$ cat src/rtl/jtframe_rom_pkg.sv
// Shared types and helpers for the N-slot SDRAM ROM arbiter.
// - state_t  : arbiter FSM states
// - DW*      : per-slot data width codes
// - slot_offset / slot_dw : unpack the per-slot packed parameters
package jtframe_rom_pkg;

    typedef enum logic [1:0] {
        IDLE = 2'd0,
        REQ  = 2'd1,
        WAIT = 2'd2
    } state_t;

    localparam logic [1:0] DW8  = 2'd0;
    localparam logic [1:0] DW16 = 2'd1;
    localparam logic [1:0] DW32 = 2'd2;

    localparam int MAX_SLOTS = 16;

    // Packed parameters are zero-extended to MAX_SLOTS entries by the caller.
    function automatic logic [21:0] slot_offset(input logic [22*MAX_SLOTS-1:0] offs, input int i);
        return offs[22*i +: 22];
    endfunction

    function automatic logic [1:0] slot_dw(input logic [2*MAX_SLOTS-1:0] codes, input int i);
        return codes[2*i +: 2];
    endfunction

endpackage

$ cat src/rtl/jtframe_rom_cache.sv
// One-entry 32-bit cache for a single ROM slot.
// - clr          : drop the valid bit (download / loop reset)
// - wr, wr_tag, wr_data : fill from the SDRAM
// - addr, cs, dw : client byte address, request, width code
// - ok           : cs & valid & tag match (combinational, zero latency)
// - dout         : selected byte/halfword/word, right-aligned, upper bits zero
module jtframe_rom_cache
    import jtframe_rom_pkg::*;
#(
    parameter int AW = 18
)(
    input  logic          clk,
    input  logic          rst,
    input  logic          clr,
    input  logic          wr,
    input  logic [AW-3:0] wr_tag,
    input  logic [31:0]   wr_data,
    input  logic [AW-1:0] addr,
    input  logic          cs,
    input  logic [1:0]    dw,
    output logic          ok,
    output logic [31:0]   dout
);

    logic          valid;
    logic [AW-3:0] tag;
    logic [31:0]   data;

    // Tag and data are still written when clr coincides with a fill; only
    // the valid bit is suppressed so the entry never reports a hit.
    always_ff @(posedge clk) begin
        if (rst) begin
            valid <= 1'b0;
            tag   <= '0;
            data  <= '0;
        end else begin
            if (wr) begin
                tag  <= wr_tag;
                data <= wr_data;
            end
            if (clr)     valid <= 1'b0;
            else if (wr) valid <= 1'b1;
        end
    end

    assign ok = cs & valid & (tag == addr[AW-1:2]);

    always_comb begin
        dout = '0;
        case (dw)
            DW8:     dout[7:0]  = data[{addr[1:0], 3'b000} +: 8];
            DW16:    dout[15:0] = addr[1] ? data[31:16] : data[15:0];
            default: dout       = data;
        endcase
    end

endmodule

$ cat src/rtl/jtframe_rom_arb.sv
// N-slot SDRAM ROM arbiter with per-slot one-word caches.
// - clk, rst            : clock, synchronous active-high reset
// - vblank              : enables the VB_SLOT priority boost
// - downloading         : aborts transfers, clears caches, halts arbitration
// - loop_rst            : clears all caches
// - slot_cs/addr/ok/dout: client side, packed per slot
// - sdram_req/ack/addr  : request handshake to the SDRAM controller
// - data_rdy/data_read  : one-cycle read data return {word+1, word}
// - refresh_en          : idle with no outstanding miss
module jtframe_rom_arb
    import jtframe_rom_pkg::*;
#(
    parameter int                  SLOTS   = 5,
    parameter int                  AW      = 18,
    parameter logic [22*SLOTS-1:0] OFFSET  = {SLOTS{22'd0}},
    parameter logic [2*SLOTS-1:0]  DWCODE  = {SLOTS{2'd0}},
    parameter int                  RR      = 1,
    parameter int                  VB_SLOT = -1
)(
    input  logic                clk,
    input  logic                rst,
    input  logic                vblank,
    input  logic                downloading,
    input  logic                loop_rst,
    input  logic [SLOTS-1:0]    slot_cs,
    input  logic [SLOTS*AW-1:0] slot_addr,
    output logic [SLOTS-1:0]    slot_ok,
    output logic [SLOTS*32-1:0] slot_dout,
    output logic                sdram_req,
    input  logic                sdram_ack,
    input  logic                data_rdy,
    output logic [21:0]         sdram_addr,
    input  logic [31:0]         data_read,
    output logic                refresh_en
);

    localparam int IW = (SLOTS > 1) ? $clog2(SLOTS) : 1;
    localparam logic [22*MAX_SLOTS-1:0] OFF_EXT = (22*MAX_SLOTS)'(OFFSET);
    localparam logic [2*MAX_SLOTS-1:0]  DW_EXT  = (2*MAX_SLOTS)'(DWCODE);
    localparam bit VB_EN  = (VB_SLOT >= 0) && (VB_SLOT < SLOTS);
    localparam int VB_IDX = VB_EN ? VB_SLOT : 0;

    state_t         state, nxt;
    logic [SLOTS-1:0] miss, wr;
    logic [IW-1:0]  win_idx, rr_ptr, grant_idx;
    logic [AW-3:0]  win_tag;
    logic           grant_vld, grant, fill;
    logic [21:0]    waddr [SLOTS];
    logic [AW-3:0]  tags  [SLOTS];
    logic           clr;

    assign clr  = downloading | loop_rst;
    assign miss = slot_cs & ~slot_ok;

    for (genvar g = 0; g < SLOTS; g++) begin : g_slot
        assign tags[g]  = slot_addr[g*AW+2 +: AW-2];
        // Word-pair address in 16-bit SDRAM words; the sum wraps at 22 bits.
        assign waddr[g] = slot_offset(OFF_EXT, g) + 22'({tags[g], 1'b0});
        assign wr[g]    = fill & (win_idx == IW'(g));

        jtframe_rom_cache #(.AW(AW)) u_cache (
            .clk     (clk),
            .rst     (rst),
            .clr     (clr),
            .wr      (wr[g]),
            .wr_tag  (win_tag),
            .wr_data (data_read),
            .addr    (slot_addr[g*AW +: AW]),
            .cs      (slot_cs[g]),
            .dw      (slot_dw(DW_EXT, g)),
            .ok      (slot_ok[g]),
            .dout    (slot_dout[g*32 +: 32])
        );
    end

    // Winner among missing slots: vblank boost first, then RR or fixed order.
    always_comb begin
        int idx;
        idx       = 0;
        grant_vld = 1'b0;
        grant_idx = '0;
        if (VB_EN && vblank && miss[VB_IDX]) begin
            grant_vld = 1'b1;
            grant_idx = IW'(VB_IDX);
        end else begin
            for (int k = 0; k < SLOTS; k++) begin
                idx = (RR != 0) ? (int'(rr_ptr) + k) % SLOTS : k;
                if (!grant_vld && miss[idx]) begin
                    grant_vld = 1'b1;
                    grant_idx = IW'(idx);
                end
            end
        end
    end

    always_ff @(posedge clk) begin
        if (rst) state <= IDLE;
        else     state <= nxt;
    end

    always_comb begin
        nxt = state;
        case (state)
            IDLE:    if (grant)     nxt = REQ;
            REQ:     if (sdram_ack) nxt = WAIT;
            WAIT:    if (data_rdy)  nxt = IDLE;
            default:                nxt = IDLE;
        endcase
        if (downloading) nxt = IDLE;
    end

    always_comb begin
        grant      = (state == IDLE) & grant_vld & ~downloading;
        fill       = (state == WAIT) & data_rdy & ~downloading;
        sdram_req  = (state == REQ);
        refresh_en = (state == IDLE) & ~|miss;
    end

    // Grant latch: the fill always uses the tag captured here, even if the
    // client moves on before the data returns.
    always_ff @(posedge clk) begin
        if (rst) begin
            win_idx    <= '0;
            win_tag    <= '0;
            sdram_addr <= '0;
            rr_ptr     <= '0;
        end else if (grant) begin
            win_idx    <= grant_idx;
            win_tag    <= tags[grant_idx];
            sdram_addr <= waddr[grant_idx];
            rr_ptr     <= (grant_idx == IW'(SLOTS-1)) ? '0 : grant_idx + 1'b1;
        end
    end

endmodule

$ cat config.mk
export PLATFORM = sky130hd
export DESIGN_NAME = jtframe_rom_arb
export DESIGN_NICKNAME = d
export VERILOG_FILES = /design/src/rtl/jtframe_rom_pkg.sv /design/src/rtl/jtframe_rom_cache.sv /design/src/rtl/jtframe_rom_arb.sv
export SDC_FILE = /design/constraint.sdc
export NUM_CORES = 1
export LEC_CHECK = 0
export CAP_MARGIN = 20
export CORE_ASPECT_RATIO = 0.8
export CORE_MARGIN = 8
export CORE_UTILIZATION = 30
export CTS_CLUSTER_DIAMETER = 60
export DETAILED_ROUTE_END_ITERATION = 10
export PLACE_DENSITY = 0.62
export SLEW_MARGIN = 0
export SYNTH_ARGS = -nofsm -noshare
export SYNTH_HDL_FRONTEND = slang
export SYNTH_HIERARCHICAL = 1
export SYNTH_SLANG_ARGS = --single-unit
$ cat constraint.sdc
create_clock -name clk -period 11.8 [get_ports clk]
set_input_delay 2.95 -clock clk [delete_from_list [all_inputs] [get_ports clk]]
set_output_delay 2.95 -clock clk [all_outputs]
set_load 0.005 [all_outputs]
After elaboration in Yosys (flattened, before gate mapping)
Cells that the tools add are included.
Cells by class
  magnitude comparators: 6
  mux-type cells: 36
  div/mod/pow operators: 5
  eq/ne operators: 15
  add/subtract/negate cells: 5
  reduce and logical (&&, ||, !) cells: 15
  bitwise logic cells: 25
  shift-type cells: 5
Operators with widths (number)
  $lt 32x5->1 const B: 5
  $shiftx 32x6->8: 5
  $mod 32x4->32 const B: 4
  $eq 16x16->1: 5
  $bmux 22 s3: 1
  $bmux 16 s3: 1
  $mux 22: 2
  $mod 4x4->32 const B: 1
  $mux 16: 2
  $and 1x1->1: 20
  $mux 3: 6
  $bmux 1 s3: 5
  $mux 1: 15
  $add 3x2->4 const B: 2
  $eq 3x2->1 const B: 2
  $eq 3x3->1 const B: 2
  $mux 2: 3
  $pmux 2 s3: 1
  $and 5x5->5: 1
  $logic_not 1->1: 5
  $not 5->5: 1
  $reduce_or 5->1: 1
  $add 3x1->4 const B: 1
  $add 3x3->4 const B: 1
  other kinds (15): 20
Storage, ports and cells
  register bits: 291
  output and inout bits: 189
  word-level logic and storage cells: 132

Logic depth before layout (Yosys ltp)
Gate-level depths: netlist (run 1).
  depth in word-level cells: 24
  gate-level depth with buffers: 28
  mapped depth without buffers: 24

Hierarchy
Netlist (run 1), hierarchy kept.
Modules (own cells, without submodules)
  jtframe_rom_cache: sequential area each 980.9 um^2, area each 2334.7 um^2, cells each 248, times used 5
  jtframe_rom_arb: sequential area each 480.5 um^2, area each 3422.0 um^2, cells each 403, times used 1

Worst setup path before layout (run 1)
OpenSTA, ideal clock, no wires.
  path kind: input -> output
  from: input slot_addr[41]
  to: output refresh_en
  setup slack: 4260 ps
  data required time: 8850 ps
  stages: 8
  buffers on the path: 1
  data arrival time: 4590 ps
  path through: xnor2_1 nand4_1 or4_1 nor4_2 nand2b_1 clkbuf_1 nand4_1 nor4_1
Between the ends
  word-level cells in the longest chain between the ends: 7
Ends and longest elaborated chain
  from (decl): line jtframe_rom_arb.sv:26  | input logic [SLOTS*AW-1:0] slot_addr,
  $eq 16x16->1: line jtframe_rom_cache.sv:46  | assign ok = cs & valid & (tag == addr[AW-1:2]);
  $and 1x1->1: line jtframe_rom_cache.sv:46
  via slot_ok[2]: line jtframe_rom_arb.sv:27  | output logic [SLOTS-1:0] slot_ok,
  $not 5->5: line jtframe_rom_arb.sv:53  | assign miss = slot_cs & ~slot_ok;
  $and 5x5->5: line jtframe_rom_arb.sv:53
  $reduce_or 5->1: line jtframe_rom_arb.sv:116  | refresh_en = (state == IDLE) & ~|miss;
  $logic_not 1->1: line jtframe_rom_arb.sv:116
  $and 1x1->1: line jtframe_rom_arb.sv:116
  to (decl): line jtframe_rom_arb.sv:34  | output logic refresh_en
The timed path passes the listed nets, and every way through them passes these cells.

Worst setup path after layout (run 1)
  from: input slot_addr[56]
  to: output refresh_en
Between the ends
  word-level cells in the longest chain between the ends: 7
Ends and longest elaborated chain (line)
  $eq 16x16->1: jtframe_rom_cache.sv:46
  $and 1x1->1: jtframe_rom_cache.sv:46
  $not 5->5: jtframe_rom_arb.sv:53
  $and 5x5->5: jtframe_rom_arb.sv:53
  $reduce_or 5->1: jtframe_rom_arb.sv:116
  $logic_not 1->1: jtframe_rom_arb.sv:116
  $and 1x1->1: jtframe_rom_arb.sv:116
Every way passes these cells.

==> results of run 1 <==
sequential cells by signal (all words and copies together), names as in the netlist:
register,count
rr_ptr,3
state,2
g_slot.u_cache/valid,5
sdram_addr,16
g_slot.u_cache/data,160
g_slot.u_cache/tag,80
win_idx,3
per-layer routing:
layer / part of all wire [%] / wire length [um]
met1: 44 / 25500
met2: 44 / 25200
met3: 9.7 / 5630
met4: 2.4 / 1390
met5: 0 / 0
cell usage in the layout, fill, tap and decap left out, drive strengths merged, types with 3 or more instances in the layout:
master / instances
a21o: 8
nand3: 15
nor2: 280
o211ai: 6
nor3: 10
clkbuf: 48
dfxtp: 269
nand4: 17
or4: 7
o31ai: 5
ha: 23
a221oi: 3
or2: 3
nand2b: 13
nor4: 11
mux2: 56
nor2b: 30
clkinv: 6
o21bai: 7
a22o: 41
mux2i: 290
o21ai: 68
nand2: 60
clkdlybuf4s50: 194
and2: 82
a21oi: 21
inv: 23
a32oi: 21
buf: 13
mux4: 3
nor4b: 4
a211oi: 5
conb: 26
bufinv: 5
xnor2: 71
a22oi: 36
xor2: 16
final cells by class:
cell class	instances	area [um^2]
clock inverters	14	223
diodes	1	2.50
clock buffers	47	1000
inverters	22	82.6
multi-input cells	1267	9230
fillers	5047	30900
repair buffers	208	2050
well taps	675	845
flip-flops and latches	269	5390
where the power goes:
part           internal, W  total, W  switching [W]  leakage (nW)
clock             0.000710   0.00113       0.000422         0.595
combinational     0.000555   0.00126       0.000709          3.79
sequential        0.000934  0.000994      0.0000595          2.17
path summary, 6_finish.rpt:
check,endpoint,depth (start not counted),from
min,g_slot[1].u_cache/valid$_SDFFE_PP0P_,2,g_slot[1].u_cache/valid$_SDFFE_PP0P_
max,refresh_en,9,slot_addr[56]
max reg2reg,rr_ptr[2]$_SDFFE_PP0P_,23,rr_ptr[0]$_SDFFE_PP0P_
min reg2reg,g_slot[1].u_cache/valid$_SDFFE_PP0P_,2,g_slot[1].u_cache/valid$_SDFFE_PP0P_
logic make-up after synthesis:
group	share of synthesized area, %
buffers and inverters	4.25
AO/OA/AOI/OAI	11.5
flip-flops	35.7
XOR/XNOR	5.30
multiplexers	23.9
adder cells (fa/ha/maj)	1.91
other	0.0248
AND/OR/NAND/NOR	17.4
worst max-delay path: stages:
cell             delay (ns)
clkdlybuf4s50_1        0.63
xnor2_1                0.16
nand4_1                0.14
or4_1                  0.43
nor4_2                 0.41
nand2b_1               0.37
nand4_1                0.18
nor4_1                 0.27
clkdlybuf4s50_1        0.57
metrics by stage:
step                util, %  setup slack, ns  instances
floorplan                 -             4.26       1668
global placement       35.4             2.73       2441
detailed placement     35.4             2.69       2441
CTS                    37.9             2.69       2502
global route           37.9             2.59       2502
finish                 37.9             2.72       2503
==> PnR_summary.wiki, run 1 <==
{| class="wikitable"
! Metric !! Value
|-
| Outcome || complete, no violations
|-
| Asr flop ratio synth || 0%
|-
| Post CTS Setup Buffer Count || 0
|-
| Final worst clock skew || 0.0186 ns
|-
| Total clock sinks || 269
|-
| Starting DRC count in detailed routing || slightly below 1000
|-
| Fraction of met2 tracks used by global routing || 29.6%
|-
| Fraction of final layout cells sized beyond drive strength 1 || roughly 9.3%
|-
| Number of buffers added by the clock tree synthesis step || 34
|-
| Die Wd || 267 um
|-
| Total count of hold-check failures in the final report || 0
|-
| Area of placed instances || 17600 um^2
|-
| Nets@finish || 1959
|-
| Via count of the first global-routing pass || around 13000
|-
| WS Path Type || input pin to output port
|-
| Fin Hold WS || 0.488 ns
|-
| Depth of the CTS H-tree || 2
|-
| Total number of vias || 13000
|-
| Upper clock frequency limit || between 100 and 150 MHz
|-
| Number of rows in the core area || 73
|-
| Area added between synthesis and finish || 24.7%
|-
| Maximum vdd drop || 0.187 mV
|-
| Count of warnings emitted by yosys || 6
|-
| Die Y-Extent || 217 um
|-
| Area share of the largest cell type after synthesis || 35.7%
|-
| DRC Markers || 0
|-
| Placeable core region || just under 50000 um^2
|-
| Count of boundary I/O pins || 323
|-
| Tightest Hold Check Type || flop to flop
|-
| Initial antenna violation count || 0
|-
| Sequential element share of the synthesized area || 35.7%
|-
| Setup slack, reg-to-reg || 5.50 ns
|-
| Flops & latches, synth || around 270
|-
| Leak Pwr || 6.55 nW
|-
| Mapped Avg Cell Area || between 9 and 10 um^2
|-
| Part of the cycle the worst path needs || between 70% and 80%
|-
| Root buffer selected by CTS || clkbuf_16
|-
| Sum of net half-perimeters after detailed placement || 41700 um
|-
| Predominant post-synthesis flop cell || dfxtp_1
|-
| TNS Setup || 0 ns
|-
| Setup repair after global routing missed its margin || no
|-
| Post-route cell area || between 15000 and 20000 um^2
|-
| Max_cap viols || 0
|-
| Leading post-synthesis cells by instance count || mux2i_1, nor2_1, dfxtp_1
|-
| CP Capture Type || output port
|-
| Maximum number of pins on one net before global-route repair || 110
|-
| Count of cell types in the netlist || 78
|-
| Gate Count Post-Synth || 1643
|-
| Top cell type by total area after synthesis || dfxtp_1
|-
| CTS max path bufs || 3
|-
| Worst slew pin tran || 1.10 ns
|-
| Final Routed Wirelength || about 58000 um
|-
| Cell with the most instances after synthesis || mux2i_1
|-
| Post-route antenna net violation count || 0
|-
| Clock slew at the register clock pins of the worst setup and hold paths || 0.05 ns
|-
| CP required || 8.85 ns
|-
| Global-route wire length before repair || between 80000 and 90000 um
|-
| Clock latency at the later pin of the worst-skew pair || 0.52 ns
|-
| Clock period minus worst slack || 9.08 ns
|-
| Number of detailed-route iterations in the first pass || 5
|-
| Last weighted congestion value of the routability-driven placer || roughly 0.9
|-
| Power density of the placed cells || 180 nW/um^2
|-
| Cells resized by post-CTS repair || 0
|-
| TritonCTS clock tree || done
|-
| Count of buffers from port buffering || 195
|-
| Met3 capacity usage during global routing || a little under 6%
|-
| Detailed-route vias per instance || 5.18
|-
| Busiest metal layer after global routing || met2
|-
| Post-DR wirelength/cell || 23.0 um
|-
| Launching element type of the critical path || input pin
|-
| Post-CTS Hold Fix Bufs || 0
|-
| Total power consumption of the routed design || approximately 0.0034 W
|-
| GRT Total Usage || 19.0%
|-
| Maximum net fanout on the critical path || 7
|-
| Arrival time of data at the critical path endpoint || between 6 and 7 ns
|-
| Post-synthesis cell area || 15100 um^2
|-
| Max-slew violations || 0
|-
| Met1 track utilization from global routing || 25.2%
|-
| Number of setup violations in the final report || 0
|-
| Count of flip-flops with a built-in enable after synthesis || 0
|-
| Die Outline Area || about 58000 um^2
|-
| Sum of overflow across all layers after global routing || 0
|-
| Synth area leaders || dfxtp_1, mux2i_1, nor2_1
|-
| Max transition margin || a little over a quarter
|-
| Starting utilization of the core area || 30.4%
|}
No activity file was read; power rests on OpenSTA's default activity.
==> run 2, diff against run 1 <==
--- a/config.mk
+++ b/config.mk
@@ -11,7 +11,7 @@
 export CORE_UTILIZATION = 30
 export CTS_CLUSTER_DIAMETER = 60
 export DETAILED_ROUTE_END_ITERATION = 10
-export PLACE_DENSITY = 0.62
+export PLACE_DENSITY = 0.64
 export SLEW_MARGIN = 0
 export SYNTH_ARGS = -nofsm -noshare
 export SYNTH_HDL_FRONTEND = slang
==> constraint.sdc (replaced) <==
create_clock -name clk -period 8.32 [get_ports clk]
set_input_delay 2.08 -clock clk [delete_from_list [all_inputs] [get_ports clk]]
set_output_delay 2.08 -clock clk [all_outputs]
set_load 0.005 [all_outputs]
==> PnR_summary.wiki, run 2 (synthesized netlist as in run 1, its figures left out) <==
{| class="wikitable"
! Metric !! Value
|-
| TNS Setup || 0 ns (unchanged)
|-
| Post-Route Utilization || 37.5% (was 37.9%)
|-
| Count of boundary I/O pins || 323 (unchanged)
|-
| Post-route cell area || 18600 um^2 (was 18800 um^2)
|-
| Reg with most FFs || g_slot.u_cache/data (unchanged)
|-
| Last weighted congestion value of the routability-driven placer || 0.902 (was 0.874)
|-
| Global-route wire length before repair || 82800 um (was 84200 um)
|-
| Via count of the first global-routing pass || 12600 (was 12900)
|-
| Post-CTS Hold Fix Bufs || 0 (unchanged)
|-
| Post CTS Setup Buffer Count || 0 (unchanged)
|-
| Starting DRC count in detailed routing || 1067 (was 995)
|-
| Detailed-route vias per instance || 5.23 (was 5.18)
|-
| Max-slew violations || 0 (unchanged)
|-
| Sum of overflow across all layers after global routing || 0 (unchanged)
|-
| Area added between synthesis and finish || 23.5% (was 24.7%)
|-
| CTS max path bufs || 3 (unchanged)
|-
| Setup repair after global routing missed its margin || no (unchanged)
|-
| Part of the cycle the worst path needs || 88.3%
|-
| Cells resized by post-CTS repair || 0 (unchanged)
|-
| Post-DR wirelength/cell || 22.7 um (was 23.0 um)
|-
| Leading cell types in the layout, fill and taps excluded || mux2i_1, nor2_1, dfxtp_1 (unchanged)
|-
| Clock latency at the later pin of the worst-skew pair || 0.58 ns (was 0.52 ns)
|-
| CP Capture Type || output port (unchanged)
|-
| Total power consumption of the routed design || 0.00460 W (was 0.00339 W)
|-
| Post-route antenna net violation count || 0 (unchanged)
|-
| Root buffer selected by CTS || clkbuf_16 (unchanged)
|-
| Launching element type of the critical path || input pin (unchanged)
|-
| Outcome || complete, no violations (unchanged)
|-
| Nets@finish || 1959 (unchanged)
|-
| Final worst clock skew || 0.0210 ns (was 0.0186 ns)
|-
| GRT Total Usage || 18.5% (was 19.0%)
|-
| Upper clock frequency limit || approximately 140 MHz
|-
| Die Y-Extent || 217 um (unchanged)
|-
| Leading cell type in the layout, fill and taps excluded || mux2i_1 (unchanged)
|-
| Starting utilization of the core area || 30.4% (unchanged)
|-
| Arrival time of data at the critical path endpoint || 5.26 ns (was 6.13 ns)
|-
| Number of buffers added by the clock tree synthesis step || 31 (was 34)
|-
| Leak Pwr || 6.49 nW (was 6.55 nW)
|-
| Maximum number of pins on one net before global-route repair || 97 (was 110)
|-
| Count of buffers from port buffering || 195 (unchanged)
|-
| Clock period minus worst slack || 7.34 ns
|-
| Initial antenna violation count || 0 (unchanged)
|-
| WS Path Type || input pin to output port (unchanged)
|-
| Area of placed instances || 17600 um^2 (about the same)
|-
| Max_cap viols || 0 (unchanged)
|-
| Die Outline Area || 57800 um^2 (unchanged)
|-
| Clock slew at the register clock pins of the worst setup and hold paths || 0.06 ns (was 0.05 ns)
|-
| Worst slew pin tran || 1.04 ns (was 1.10 ns)
|-
| Registers with the most flip-flops || g_slot.u_cache/data: 160 flops, g_slot.u_cache/tag: 80 flops, sdram_addr: 16 flops (unchanged)
|-
| Ordered cell list for the critical path || clkdlybuf4s50_1 -> xnor2_1 -> nand3_1 -> or4_1 -> nor4_2 -> nand2b_1 -> nand4_1 -> nor4_1 -> clkdlybuf4s50_1 (was clkdlybuf4s50_1 -> xnor2_1 -> nand4_1 -> or4_1 -> nor4_2 -> nand2b_1 -> nand4_1 -> nor4_1 -> clkdlybuf4s50_1)
|-
| Maximum net fanout on the critical path || 7 (unchanged)
|-
| Fraction of final layout cells sized beyond drive strength 1 || 9.31% (was 9.25%)
|-
| Number of detailed-route iterations in the first pass || 6 (was 5)
|-
| Max transition margin || 30.4% (was 26.8%)
|-
| CP required || 6.24 ns (was 8.85 ns)
|-
| Number of rows in the core area || 73 (unchanged)
|-
| Placeable core region || 49700 um^2 (unchanged)
|-
| Depth of the CTS H-tree || 1 (was 2)
|-
| Master of the slowest instance on the critical path || clkdlybuf4s50_1 (unchanged)
|-
| Tightest Hold Check Type || flop to flop (unchanged)
|-
| Maximum vdd drop || 0.169 mV (was 0.187 mV)
|-
| Total number of vias || 13100 (was 13000)
|-
| TritonCTS clock tree || done (unchanged)
|-
| Fin Hold WS || 0.477 ns (was 0.488 ns)
|-
| Setup slack, reg-to-reg || 2.56 ns (was 5.50 ns)
|-
| DRC Markers || 0 (unchanged)
|-
| Total inserted antenna cells || 0 (was 1)
|-
| Power density of the placed cells || 247 nW/um^2 (was 180 nW/um^2)
|-
| Cell seen most often among critical-path stages || clkdlybuf4s50_1
|-
| Sum of net half-perimeters after detailed placement || 41500 um (was 41700 um)
|-
| Die Wd || 267 um (unchanged)
|-
| Maximum single-stage delay on the critical path || 0.57 ns (was 0.63 ns)
|-
| Number of setup violations in the final report || 0 (unchanged)
|-
| Total count of hold-check failures in the final report || 0 (unchanged)
|-
| Total clock sinks || 269 (unchanged)
|-
| Max reg flops || 160 (unchanged)
|-
| Final Routed Wirelength || 56800 um (was 57700 um)
|}
[run 2: cell count changes in the layout (fill, tap and decap cells not counted), sizes merged]
| cell | before | now |
|---|---|---|
| clkbuf | 48 | 41 |
| inv | 23 | 27 |
| buf | 13 | 16 |
| bufinv | 5 | 2 |
| clkinv | 6 | 9 |
| clkinvlp | 2 | 1 |
| diode | 1 | 0 |
[run 2: final timing paths]
path                                                            from                                   end  cells past startpoint
worst max-delay path                                   slot_addr[64]                            refresh_en                      9
worst min-delay path            g_slot[2].u_cache/valid$_SDFFE_PP0P_  g_slot[2].u_cache/valid$_SDFFE_PP0P_                      2
worst max register to register                rr_ptr[1]$_SDFFE_PP0P_            sdram_addr[2]$_SDFFE_PP0P_                     22
worst min register to register  g_slot[2].u_cache/valid$_SDFFE_PP0P_  g_slot[2].u_cache/valid$_SDFFE_PP0P_                      2
[run 2: area by class of cell]
cell class | count | area, um^2
fillers | 4948 | 31000
repair buffers | 211 | 2080
multi-input cells | 1267 | 9230
inverters | 22 | 82.6
clock inverters | 17 | 171
flip-flops and latches | 269 | 5390
clock buffers | 40 | 860
well taps | 675 | 845
[run 2: routing by layer]
layer  track usage, %  part of all wire, %
met1             24.4                   44
met2             29.2                   44
met3             6.24                   10
met4             3.93                  2.1
met5                0                    0
[run 2: critical path: cells and delay by family]
kind                      cells  cell delay [ns]
xor gates and xnor gates      1             0.14
and+or+nand+nor               6             1.90
buffers and inverters         2             1.13
[run 2: where the power goes]
part / total [W] / switching, W / internal [W]
logic: 0.00180 / 0.00100 / 0.000802
registers: 0.00141 / 0.0000874 / 0.00132
clock network: 0.00139 / 0.000586 / 0.000799
total: 0.00460 / 0.00168 / 0.00292
[run 2: per-stage QoR]
stage / cells / worst slack, ns
after global placement: 2444 / 1.01
after CTS: 2501 / 0.935
after floorplan: 1668 / 2.52
after detailed placement: 2444 / 0.965
final: 2501 / 0.976
after global routing: 2501 / 0.797
